--- src/rtl/ssd_scan_ctrl.sv ---
// Multiplexed seven-segment scanner: free-running prescaler and digit index,
// frame-coherent input snapshots, leading-zero suppression and PWM anode gating.
module ssd_scan_ctrl #(
    parameter int DIGITS      = 4,
    parameter int DIV_BITS    = 16,
    parameter int BRIGHT_BITS = 3
) (
    input  logic                        stateClk,
    input  logic                        rst,
    input  logic [4*DIGITS-1:0]         hex,
    input  logic [DIGITS-1:0]           dp,
    input  logic [DIGITS-1:0]           blank,
    input  logic                        lzs,
    input  logic [BRIGHT_BITS-1:0]      bright,
    output logic [6:0]                  seg,
    output logic                        dpo,
    output logic [DIGITS-1:0]           an,
    output logic [$clog2(DIGITS)-1:0]   digit_sel,
    output logic                        frame_tick
);

    localparam int SEL_W = $clog2(DIGITS);
    localparam logic [SEL_W-1:0] LAST = SEL_W'(DIGITS - 1);

    logic [DIV_BITS-1:0]    cnt;
    logic [SEL_W-1:0]       idx;
    logic [4*DIGITS-1:0]    hex_s;
    logic [DIGITS-1:0]      dp_s;
    logic [DIGITS-1:0]      blank_s;
    logic                   lzs_s;
    logic [BRIGHT_BITS-1:0] bright_s;
    logic                   frame_end_d;

    logic                   cnt_wrap;
    logic                   frame_end;
    logic [3:0]             nib;
    logic                   dp_cur;
    logic                   blank_cur;
    logic                   lz_cur;
    logic                   lz_chain;
    logic [DIGITS-1:0]      onehot;
    logic                   suppressed;
    logic [BRIGHT_BITS-1:0] top;
    logic                   lit;

    function automatic logic [6:0] decode(input logic [3:0] v);
        case (v)
            4'h0:    decode = 7'b0000001;
            4'h1:    decode = 7'b1001111;
            4'h2:    decode = 7'b0010010;
            4'h3:    decode = 7'b0000110;
            4'h4:    decode = 7'b1001100;
            4'h5:    decode = 7'b0100100;
            4'h6:    decode = 7'b0100000;
            4'h7:    decode = 7'b0001111;
            4'h8:    decode = 7'b0000000;
            4'h9:    decode = 7'b0000100;
            4'hA:    decode = 7'b0001000;
            4'hB:    decode = 7'b1100000;
            4'hC:    decode = 7'b0110001;
            4'hD:    decode = 7'b1000010;
            4'hE:    decode = 7'b0110000;
            default: decode = 7'b0111000;
        endcase
    endfunction

    assign cnt_wrap  = &cnt;
    assign frame_end = cnt_wrap && (idx == LAST);

    // lz_chain walks from the most significant digit down, so at digit k it
    // is set only when nibbles k..DIGITS-1 are all zero.
    always_comb begin
        nib       = 4'h0;
        dp_cur    = 1'b0;
        blank_cur = 1'b0;
        lz_cur    = 1'b0;
        lz_chain  = 1'b1;
        onehot    = '0;
        for (int k = DIGITS - 1; k >= 0; k--) begin
            lz_chain = lz_chain && (hex_s[4*k +: 4] == 4'h0);
            if (idx == SEL_W'(k)) begin
                nib       = hex_s[4*k +: 4];
                dp_cur    = dp_s[k];
                blank_cur = blank_s[k];
                lz_cur    = lz_chain;
                onehot[k] = 1'b1;
            end
        end
    end

    assign suppressed = lzs_s && (idx != '0) && lz_cur;
    assign top        = cnt[DIV_BITS-1 -: BRIGHT_BITS];
    assign lit        = (top <= bright_s);

    always_ff @(posedge stateClk or posedge rst) begin
        if (rst) begin
            cnt         <= '0;
            idx         <= '0;
            hex_s       <= '0;
            dp_s        <= '0;
            blank_s     <= '0;
            lzs_s       <= 1'b0;
            bright_s    <= '0;
            frame_end_d <= 1'b0;
        end else begin
            cnt         <= cnt + 1'b1;
            frame_end_d <= frame_end;
            if (cnt_wrap)
                idx <= (idx == LAST) ? '0 : idx + 1'b1;
            if (frame_end) begin
                hex_s    <= hex;
                dp_s     <= dp;
                blank_s  <= blank;
                lzs_s    <= lzs;
                bright_s <= bright;
            end
        end
    end

    // Blanked and suppressed digits keep their anode slot so scan timing is uniform.
    always_ff @(posedge stateClk or posedge rst) begin
        if (rst) begin
            seg        <= 7'b1111111;
            dpo        <= 1'b1;
            an         <= '1;
            digit_sel  <= '0;
            frame_tick <= 1'b0;
        end else begin
            if (blank_cur) begin
                seg <= 7'b1111111;
                dpo <= 1'b1;
            end else if (suppressed) begin
                seg <= 7'b1111111;
                dpo <= ~dp_cur;
            end else begin
                seg <= decode(nib);
                dpo <= ~dp_cur;
            end
            an         <= lit ? ~onehot : '1;
            digit_sel  <= idx;
            frame_tick <= frame_end_d;
        end
    end

endmodule

--- config.mk ---
export PLATFORM = sky130hd
export DESIGN_NAME = ssd_scan_ctrl
export DESIGN_NICKNAME = d
export VERILOG_FILES = /design/src/rtl/ssd_scan_ctrl.sv
export SDC_FILE = /design/constraint.sdc
export NUM_CORES = 1
export LEC_CHECK = 0
export ABC_AREA = 1
export CAP_MARGIN = 20
export CORE_ASPECT_RATIO = 1.1
export CORE_UTILIZATION = 55
export CTS_CLUSTER_DIAMETER = 200
export CTS_CLUSTER_SIZE = 20
export DETAILED_ROUTE_END_ITERATION = 10
export GPL_ROUTABILITY_DRIVEN = 0
export HOLD_SLACK_MARGIN = 0.12
export PLACE_DENSITY_LB_ADDON = 0.1
export SETUP_SLACK_MARGIN = 0.05
export SLEW_MARGIN = 30
export SYNTH_ARGS = -nofsm -noshare
export SYNTH_HDL_FRONTEND = slang
export SYNTH_SLANG_ARGS = --single-unit
--- constraint.sdc ---
create_clock -name stateClk -period 3.9 [get_ports stateClk]
set_clock_uncertainty 0.1 [all_clocks]
set_input_delay 0.78 -clock stateClk [delete_from_list [all_inputs] [get_ports stateClk]]
set_output_delay 0.78 -clock stateClk [all_outputs]
set_load 0.02 [all_outputs]
After elaboration in Yosys (flattened, before gate mapping)
Memories as Yosys holds them, arrays and structs flattened.
Cells that the tools add are included.
{ "word_totals": {"rom_bits": 112, "mem_count": 1, "regBits": 62, "inputBits": 30, "out_inout_bits": 15, "word_cells": 60} }
{ "classes": {"n_mux": 25, "n_eq_ne": 3, "bitwise": 2, "reduce_logical": 13, "order_cmp": 1, "add_sub_neg": 2} }
{ "memory_table": {"columns": ["memory", "depth", "word_bits", "rd", "rd_clocked_by_memory_dff", "wr", "line_no", "rtl"], "rows": [
  ["(name not given)", 16, 7, 1, 0, 0, "47", "case (v)"]
]} }
{ "ops": {"columns": ["cell", "n"], "rows": [
  ["$mux W4", 5],
  ["$mux W1", 17],
  ["$add A16 B1 Y16 const B", 1],
  ["$logic_not A4 Y1", 4],
  ["$reduce_and A16 Y1", 1],
  ["$mux W7", 2],
  ["$logic_and A1 B1 Y1", 6],
  ["$eq A2 B2 Y1 const B", 2],
  ["$not A4 Y4", 1],
  ["$le A3 B3 Y1", 1],
  ["$add A2 B1 Y2 const B", 1],
  ["$eq A2 B1 Y1 const B", 1],
  ["$logic_not A2 Y1", 1],
  ["$mux W2", 1],
  ["$reduce_bool A2 Y1", 1],
  ["$not A1 Y1", 1]
]} }

Longest topological paths before layout
{ "depth": {"ltp_word": 8, "ltp_mapped": 14, "mapped_depth_nobuf": 14} }

Worst setup path before layout
Ideal clock, no wire load.
{ "synth_path": {"path_type": "reg2reg", "startpoint": "register idx[0]", "endpoint": "register seg[6]", "setup_time_ns": 0.086, "period_less_slack_ns": 1.952, "path_slack_ns": 1.948, "n_path_buf": 1, "stages_incl_launch_ff": 14, "t_arrival_ns": 1.766, "required_time_ns": 3.714, "path_cell_list": "dfrtp_1 -> inv_1 -> ha_1 -> buf_2 -> nor2_1 -> nand3_1 -> nand3_1 -> nand2_1 -> inv_1 -> ha_1 -> nand3_1 -> nor2_1 -> nor2_1 -> nand3_1"} }
{ "synth_between": {"elab_chain_len": 8, "word_cells_on_any_way": 22, "classes_between": "eq/ne (3); mux (14); reduce/logical (4); memory (1)"} }
{ "synth_lines": {"columns": ["item", "line_no", "rtl"], "rows": [
  ["start: declaration", "26", "logic [SEL_W-1:0] idx;"],
  ["start signal: assignment", "109", "idx <= (idx == LAST) ? '0 : idx + 1'b1;"],
  ["$eq A2 B2 Y1", "81", "if (idx == SEL_W'(k)) begin"],
  ["$mux W4 / $mux W1 (equally long branches) (4 in a row)", "81", null],
  ["$mem_v2 Z16 W7 / $logic_and A1 B1 Y1 (equally long branches)", null, null],
  ["$mux W7", "132", "end else if (suppressed) begin"],
  ["$mux W7 *", "129", "if (blank_cur) begin"],
  ["end signal: assignment", "136", "seg <= decode(nib);"],
  ["end: declaration", "15", "output logic [6:0] seg,"]
]} }
Mark *: on every way between the ends. The rest lies on a longest branch, timed or not.
A chain may end at the register's enable or synchronous reset.

Worst setup path after layout
{ "layout_path": {"startpoint": "register cnt[0]", "endpoint": "register hex_s[9]"} }
{ "layout_between": {"elab_chain_len": 2} }
{ "layout_lines": {"columns": ["item", "line_no", "rtl"], "rows": [
  ["start: declaration", "25", "logic [DIV_BITS-1:0] cnt;"],
  ["start signal: assignment", "106", "cnt <= cnt + 1'b1;"],
  ["$reduce_and A16 Y1", "67", "assign cnt_wrap = &cnt;"],
  ["$logic_and A1 B1 Y1", "68", "assign frame_end = cnt_wrap && (idx == LAST);"],
  ["end signal: assignment", "99", "hex_s <= '0;"],
  ["end signal: assignment", "111", "hex_s <= hex;"],
  ["end: declaration", "27", "logic [4*DIGITS-1:0] hex_s;"]
]} }
Every way passes these cells.

==> flow_summary.yaml <==
min_path:
  whs_path_depth: 0
  hold_class: "flip-flop to flip-flop"
  min_from: "frame_end_d"
critical_path:
  path_max_fanout: 33
  crit_path_start: "cnt[0]"
  ff2ff_path_depth: 8
  worst_setup_path_start_kind: "flip-flop"
  crit_arrival_ns: 2.53
  reg2reg_from: "cnt[0]"
  critPathKind: "flip-flop to flip-flop"
  endpoint_kind: "flip-flop"
  cp.required_ns: 4.02
power:
  p_int_uw: 997
  pwr-share-clk: 0.452
  p_leak_uw: 0.00177
  irDropWorstVdd_mv: 0.208
  pwr-share-comb: 0.034
  p_per_area_nw_per_um2: 333
  swShare: 0.205
  switchingPower_uw: 257
  seqPwrFrac: 0.513
yosys:
  syn_avg_cell_area_um2: 8.35
  syn-cell-area_um2: 3080
  synth-seq-area-share: 0.508
  async_flop_share: 1.00
  yosysMostFrequentCell: "nand2_1"
  synth_top_area_cell: "dfrtp_1"
  synth_nets: 413
  synth-seq-cells: 62
  yosysUniqueCellTypes: 24
  synth_area_leaders: "dfrtp_1 41%, nand2_1 15%, dfstp_2 10%"
  synthCells: 369
  synth_common_cells: "121 x nand2_1, 60 x nand3_1, 50 x dfrtp_1, 33 x inv_1, 28 x nor2_1"
  synth_flop_cell: "dfrtp_1"
  yosysTopAreaCellShare: 0.406
  synth_edf_count: 0
  ys_warn_count: 0
cts:
  cts.sinks: 62
  cts_made_buffers: 9
  post_cts_buffers: 0
  clkSlewWorstSetupHoldPaths_ns: 0.06
  htree_levels: 3
  ctsResizeCount: 0
  root_buffer: "clkbuf_8"
  clkLatencyLatePin_ns: 0.34
  cts_tree: "built"
  cts.path.max_buffers: 2
  cts_hold_buf: 0
global_route:
  grt.busiest_layer: "met2"
  grt_use_met3: 0.0389
  grt_max_degree: 55
  use_met2: 0.405
  met1_usage: 0.296
  grt_pass1_vias: 2381
  antenna_found_initial: 0
  grt_use_total: 0.242
  overflow: 0
  grt_pass1_wl_um: 10600
detailed_routing:
  drc: 0
  wl_per_cell_um: 12.4
  via_per_inst: 5.07
  drtIter0Drc: 130
  ant_nets: 0
  drt_pre_antenna_iters: 7
  drt_wl_total_um: 6160
  via_count: 2513
sta:
  rsz0062_at_grt: "false"
  hold_violations: 0
  fmax_ghz: 0.416
  timing.setup.tns_ns: 0
  slew_viol_final: 0
  slew_headroom: 0.530
  setup_viol: 0
  finalHoldWorstSlack_ns: 0.249
  fin_crit_sh: 0.617
  fin_crit_ns: 2.40
  tightest_slew_ns: 0.704
job:
  cap_violations: 0
placement:
  dp_hpwl_um: 4450
  place_inst: 480
  io_buffers: 44
layout:
  antennaDiodeCount: 0
  drive_gt1_frac: 0.0903
  layout.cells.non_filler: 496
  nNetsFinal: 460
  nFillCells: 473
  syn_to_final_growth_pct: 22.3
floorplanning:
  io_pins: 45
  die_h_um: 80.5
  dieArea_um2: 5910
  die_w_um: 73.4
  row_count: 28
  coreArea_um2: 5400
  initial_core_util: 0.571
outcome:
  status: "complete, no violations"
==> stage by stage <==
stage / worst slack [ns] / util / power [µW] / instance area [µm²]
floorplan: 1.50 / - / 665 / 3080
global placement: 1.55 / 0.661 / 699 / 3570
detailed placement: 1.49 / 0.662 / 700 / 3570
CTS: 1.48 / 0.699 / 1260 / 3770
global route: 1.22 / 0.699 / 1290 / 3770
finish: 1.50 / 0.699 / 1250 / 3770
==> cell type report <==
class | count | area, µm² | area share
multi-input cells | 262 | 1320 | 0.349
repair buffers | 47 | 463 | 0.123
flip-flops and latches | 62 | 1570 | 0.415
clock inverters | 4 | 45.0 | 0.0119
well taps | 75 | 93.8 | 0.0249
inverters | 34 | 130 | 0.0345
clock buffers | 12 | 155 | 0.0411
==> layer usage <==
metal  vias up  routed length, µm  share of wire
met5         -                  0              0
met4         0                142          0.023
met3        14                261          0.042
met2        75               2980           0.48
met1      1162               2780           0.45
li1       1262                  -              -
==> placed cells by master, fill, tap and decap left out <==
master and instances:
nor3_4 1, dfrtp_1 50, clkbuf_8 11, bufinv_16 1, nor2_4 1, inv_1 32
clkbuf_1 1, clkinv_2 3, clkdlybuf4s50_1 44, inv_2 1, nand2_2 1, nand2_1 121
nand4_1 1, o21ai_0 8, dfstp_2 12, o211ai_1 1, a21oi_1 8, nor3_1 2
nand2_4 1, buf_4 3, xor2_1 11, ha_1 14, xnor2_1 2, nand3_2 2
inv_4 1, nand3_1 60, nor2_1 28
==> power groups by stage <==
stage / Sequential, µW / Clock, µW / Combinational, µW
floorplan: 655 / 0 / 9.35
global placement: 655 / 0 / 43.6
detailed placement: 655 / 0 / 44.3
CTS: 644 / 574 / 44.6
global route: 643 / 602 / 47.7
finish: 644 / 567 / 43.1
==> registers in the layout (all words and copies together), names as in the netlist <==
| signal | count |
|---|---|
| an | 4 |
| blank_s | 4 |
| bright_s | 3 |
| cnt | 16 |
| digit_sel | 2 |
| dp_s | 4 |
| dpo | 1 |
| frame_end_d | 1 |
| frame_tick | 1 |
| hex_s | 16 |
| idx | 2 |
| lzs_s | 1 |
| seg | 7 |
==> critical path: stages, from the launching register on <==
cell and delay, ns:
dfrtp_1 0.38, ha_1 0.21, nand3_2 0.12, nor3_4 0.20
nand3_2 0.15, nor2_4 0.57, nand2_4 0.35, nand2_1 0.15
nand2_1 0.05
==> final timing paths <==
check | to | slack (ns)
min in group asynchronous | cnt[3] | 0.79
hold reg to reg | frame_tick | 0.25
max in group asynchronous | seg[4] | 2.25
setup reg to reg | hex_s[9] | 1.50
hold / removal | frame_tick | 0.25
setup / recovery | hex_s[9] | 1.50
==> logic make-up after synthesis <==
family	count (synthesis)	share of synthesized area
AOI/OAI and AO/OA	17	0.0284
xor gates and xnor gates	13	0.0369
adders and majority gates	14	0.0568
buffers and inverters	45	0.0645
DFF	62	0.508
and+or+nand+nor	218	0.305
Note: power is estimated with default switching activity, not from simulation.
==> RTL change: new RTL, same settings <==
Make the reset (`rst`) synchronous in 2 clocked blocks.
--- a/src/rtl/ssd_scan_ctrl.sv
+++ b/src/rtl/ssd_scan_ctrl.sv
@@ -93,5 +93,5 @@
     assign lit        = (top <= bright_s);
 
-    always_ff @(posedge stateClk or posedge rst) begin
+    always_ff @(posedge stateClk) begin
         if (rst) begin
             cnt         <= '0;
@@ -119,5 +119,5 @@
 
     // Blanked and suppressed digits keep their anode slot so scan timing is uniform.
-    always_ff @(posedge stateClk or posedge rst) begin
+    always_ff @(posedge stateClk) begin
         if (rst) begin
             seg        <= 7'b1111111;
Formal check against the unedited RTL: differs if rst is asserted again (counterexample within 4 cycles, from zero or initial values and one cycle with rst high); with rst held inactive, the same outputs for 10 cycles.
==> RTL change against the unedited design <==
Sequential share of layout area shrank 7.2 points; non-clock buffer count shrank 2; global-route usage shrank 1.5 points; wire length shrank 6.2%; worst setup slack gained 0.024 ns; final area shrank 4.2%; cell count grew 5.2%; die area shrank 3.8%; count of clock-buffer cells in the layout is the same; via count grew 1.9%; sequential cell count is the same; highest routed layer unchanged; area after synthesis shrank 3.9%; total power grew 0.45%.
==> RTL change: results (changes against the unedited design) <==
- Status: completed
- Iter 0 DRT Violations: 152 (+17%)
- Total vias in the final route: 2560 (+1.9%)
- Post-synth ARST share: 0% (-100 points)
- Area share of the largest cell type after synthesis: 41.9% (+1.3 points)
- Synth Flop Type: dfxtp_1
- Pin count of the biggest net entering global routing: 35 (-36%)
- Worst path arrival time: 2.47 ns (-0.06 ns)
- Cell depth of the worst min-delay path: 2 (+2)
- Synth cell types: 32 (+33%)
- Share of layout cells above drive strength 1: 10.2% (+1.2 points)
- Largest cells by area after synthesis: dfxtp_1 (42%), nand2_1 (15%), a21oi_1 (6.3%), ha_1 (5.9%), nand3_1 (5.4%)
- Syn Nets: 446 (+8.0%)
- Hold WS: 0.320 ns (+0.0703 ns)
- Inst Count DP: 506 (+5.4%)
- DP Area: 3410 µm² (-4.5%)
- First drt pass iteration count: 4 (-3)
- Worst-Margin Slew: 0.473 ns (-0.231 ns)
- IR drop worst, VDD: 0.302 mV (+46%)
- Number of global-route vias before repair: 2405 (+1.0%)
- DR vias/cell: 4.90 (-3.2%)
- GRT Total Usage: 22.7% (-1.5 points)
- R2R Setup Slk: 1.52 ns (+0.02 ns)
- Lkg Pwr: 1.46 nW (-17%)
- First-pass GRT wire length: 10100 µm (-4.0%)
- Hold Startpoint: frame_end_d
- Reg2reg start: idx[0]
- DR WL/cell: 11.1 µm (-11%)
- Commonest cells post-synth: nand2_1 (117), dfxtp_1 (62), inv_1 (39)
- Avg Cell Area, Syn: 7.37 µm² (-12%)
- R2R cell count: 11 (+3)
- Hold Path Sink: frame_tick
- Sequential area share after synthesis: 41.9% (-8.9 points)
- Nets: 489 (+6.3%)
- FF-to-FF End: seg[6]
-- RTL change: cell types whose count changed after synthesis, moves of 6 or more --
cell     delta
nand3_1    -28
inv_1       +6
dfxtp_1    +62
dfstp_2    -12
dfrtp_1    -50
xor2_1      -8
a21oi_1    +29
a21oi_2     +7
-- RTL change: worst max path at each step --
stage / end / start / slack (ns)
after global placement: seg[6] / rst / 1.55
after global routing: seg[6] / idx[0] / 1.31
after detailed placement: seg[6] / rst / 1.51
after CTS: seg[6] / idx[0] / 1.53
after floorplan: seg[3] / idx[1] / 1.87
final: seg[6] / idx[0] / 1.52
-- RTL change: kinds of logic after synthesis --
group,after synthesis,synth area share [%]
AOI/OAI and AO/OA,58,11.2
xor gates and xnor gates,3,0.887
adders and majority gates,14,5.91
buffers and inverters,57,8.58
DFF,62,41.9
and+or+nand+nor,208,31.5
-- RTL change: final cells by class --
cell class	instances	area, µm²
Timing Repair Buffer	45	448
Clock inverter	4	45.0
Clock buffer	12	155
Fill cell	436	1490
Multi-Input combinational cell	283	1470
Inverter	44	165
Sequential cell	62	1240
Tap cell	72	90.1
-- RTL change: worst max-delay path, cell delays in order, from the launching register on --
cell,delay (ns)
dfxtp_1,0.34
inv_1,0.13
ha_1,0.36
inv_2,0.12
or2_2,0.29
nand2_1,0.20
inv_1,0.11
ha_1,0.26
inv_1,0.08
nand3_1,0.07
nand3_1,0.10
nand3_1,0.07
-- RTL change: power by group through the flow --
stage,Combinational [mW],Sequential (mW),Clock [mW]
after CTS,0.0622,0.642,0.568
after detailed placement,0.0620,0.657,0
after global placement,0.0606,0.656,0
after global routing,0.0671,0.643,0.595
after floorplan,0.0161,0.661,0
final,0.0615,0.642,0.556
-- RTL change: metal layers --
metal  wire [µm]  share of wire [%]  vias up  GRT usage, %
met3         253                4.4        9          4.06
met2        2630                 45       66          37.7
met1        2790                 48     1119          28.2
met5           0                  0        -             0
met4         114                2.0        0          11.4
li1            -                  -     1366             -
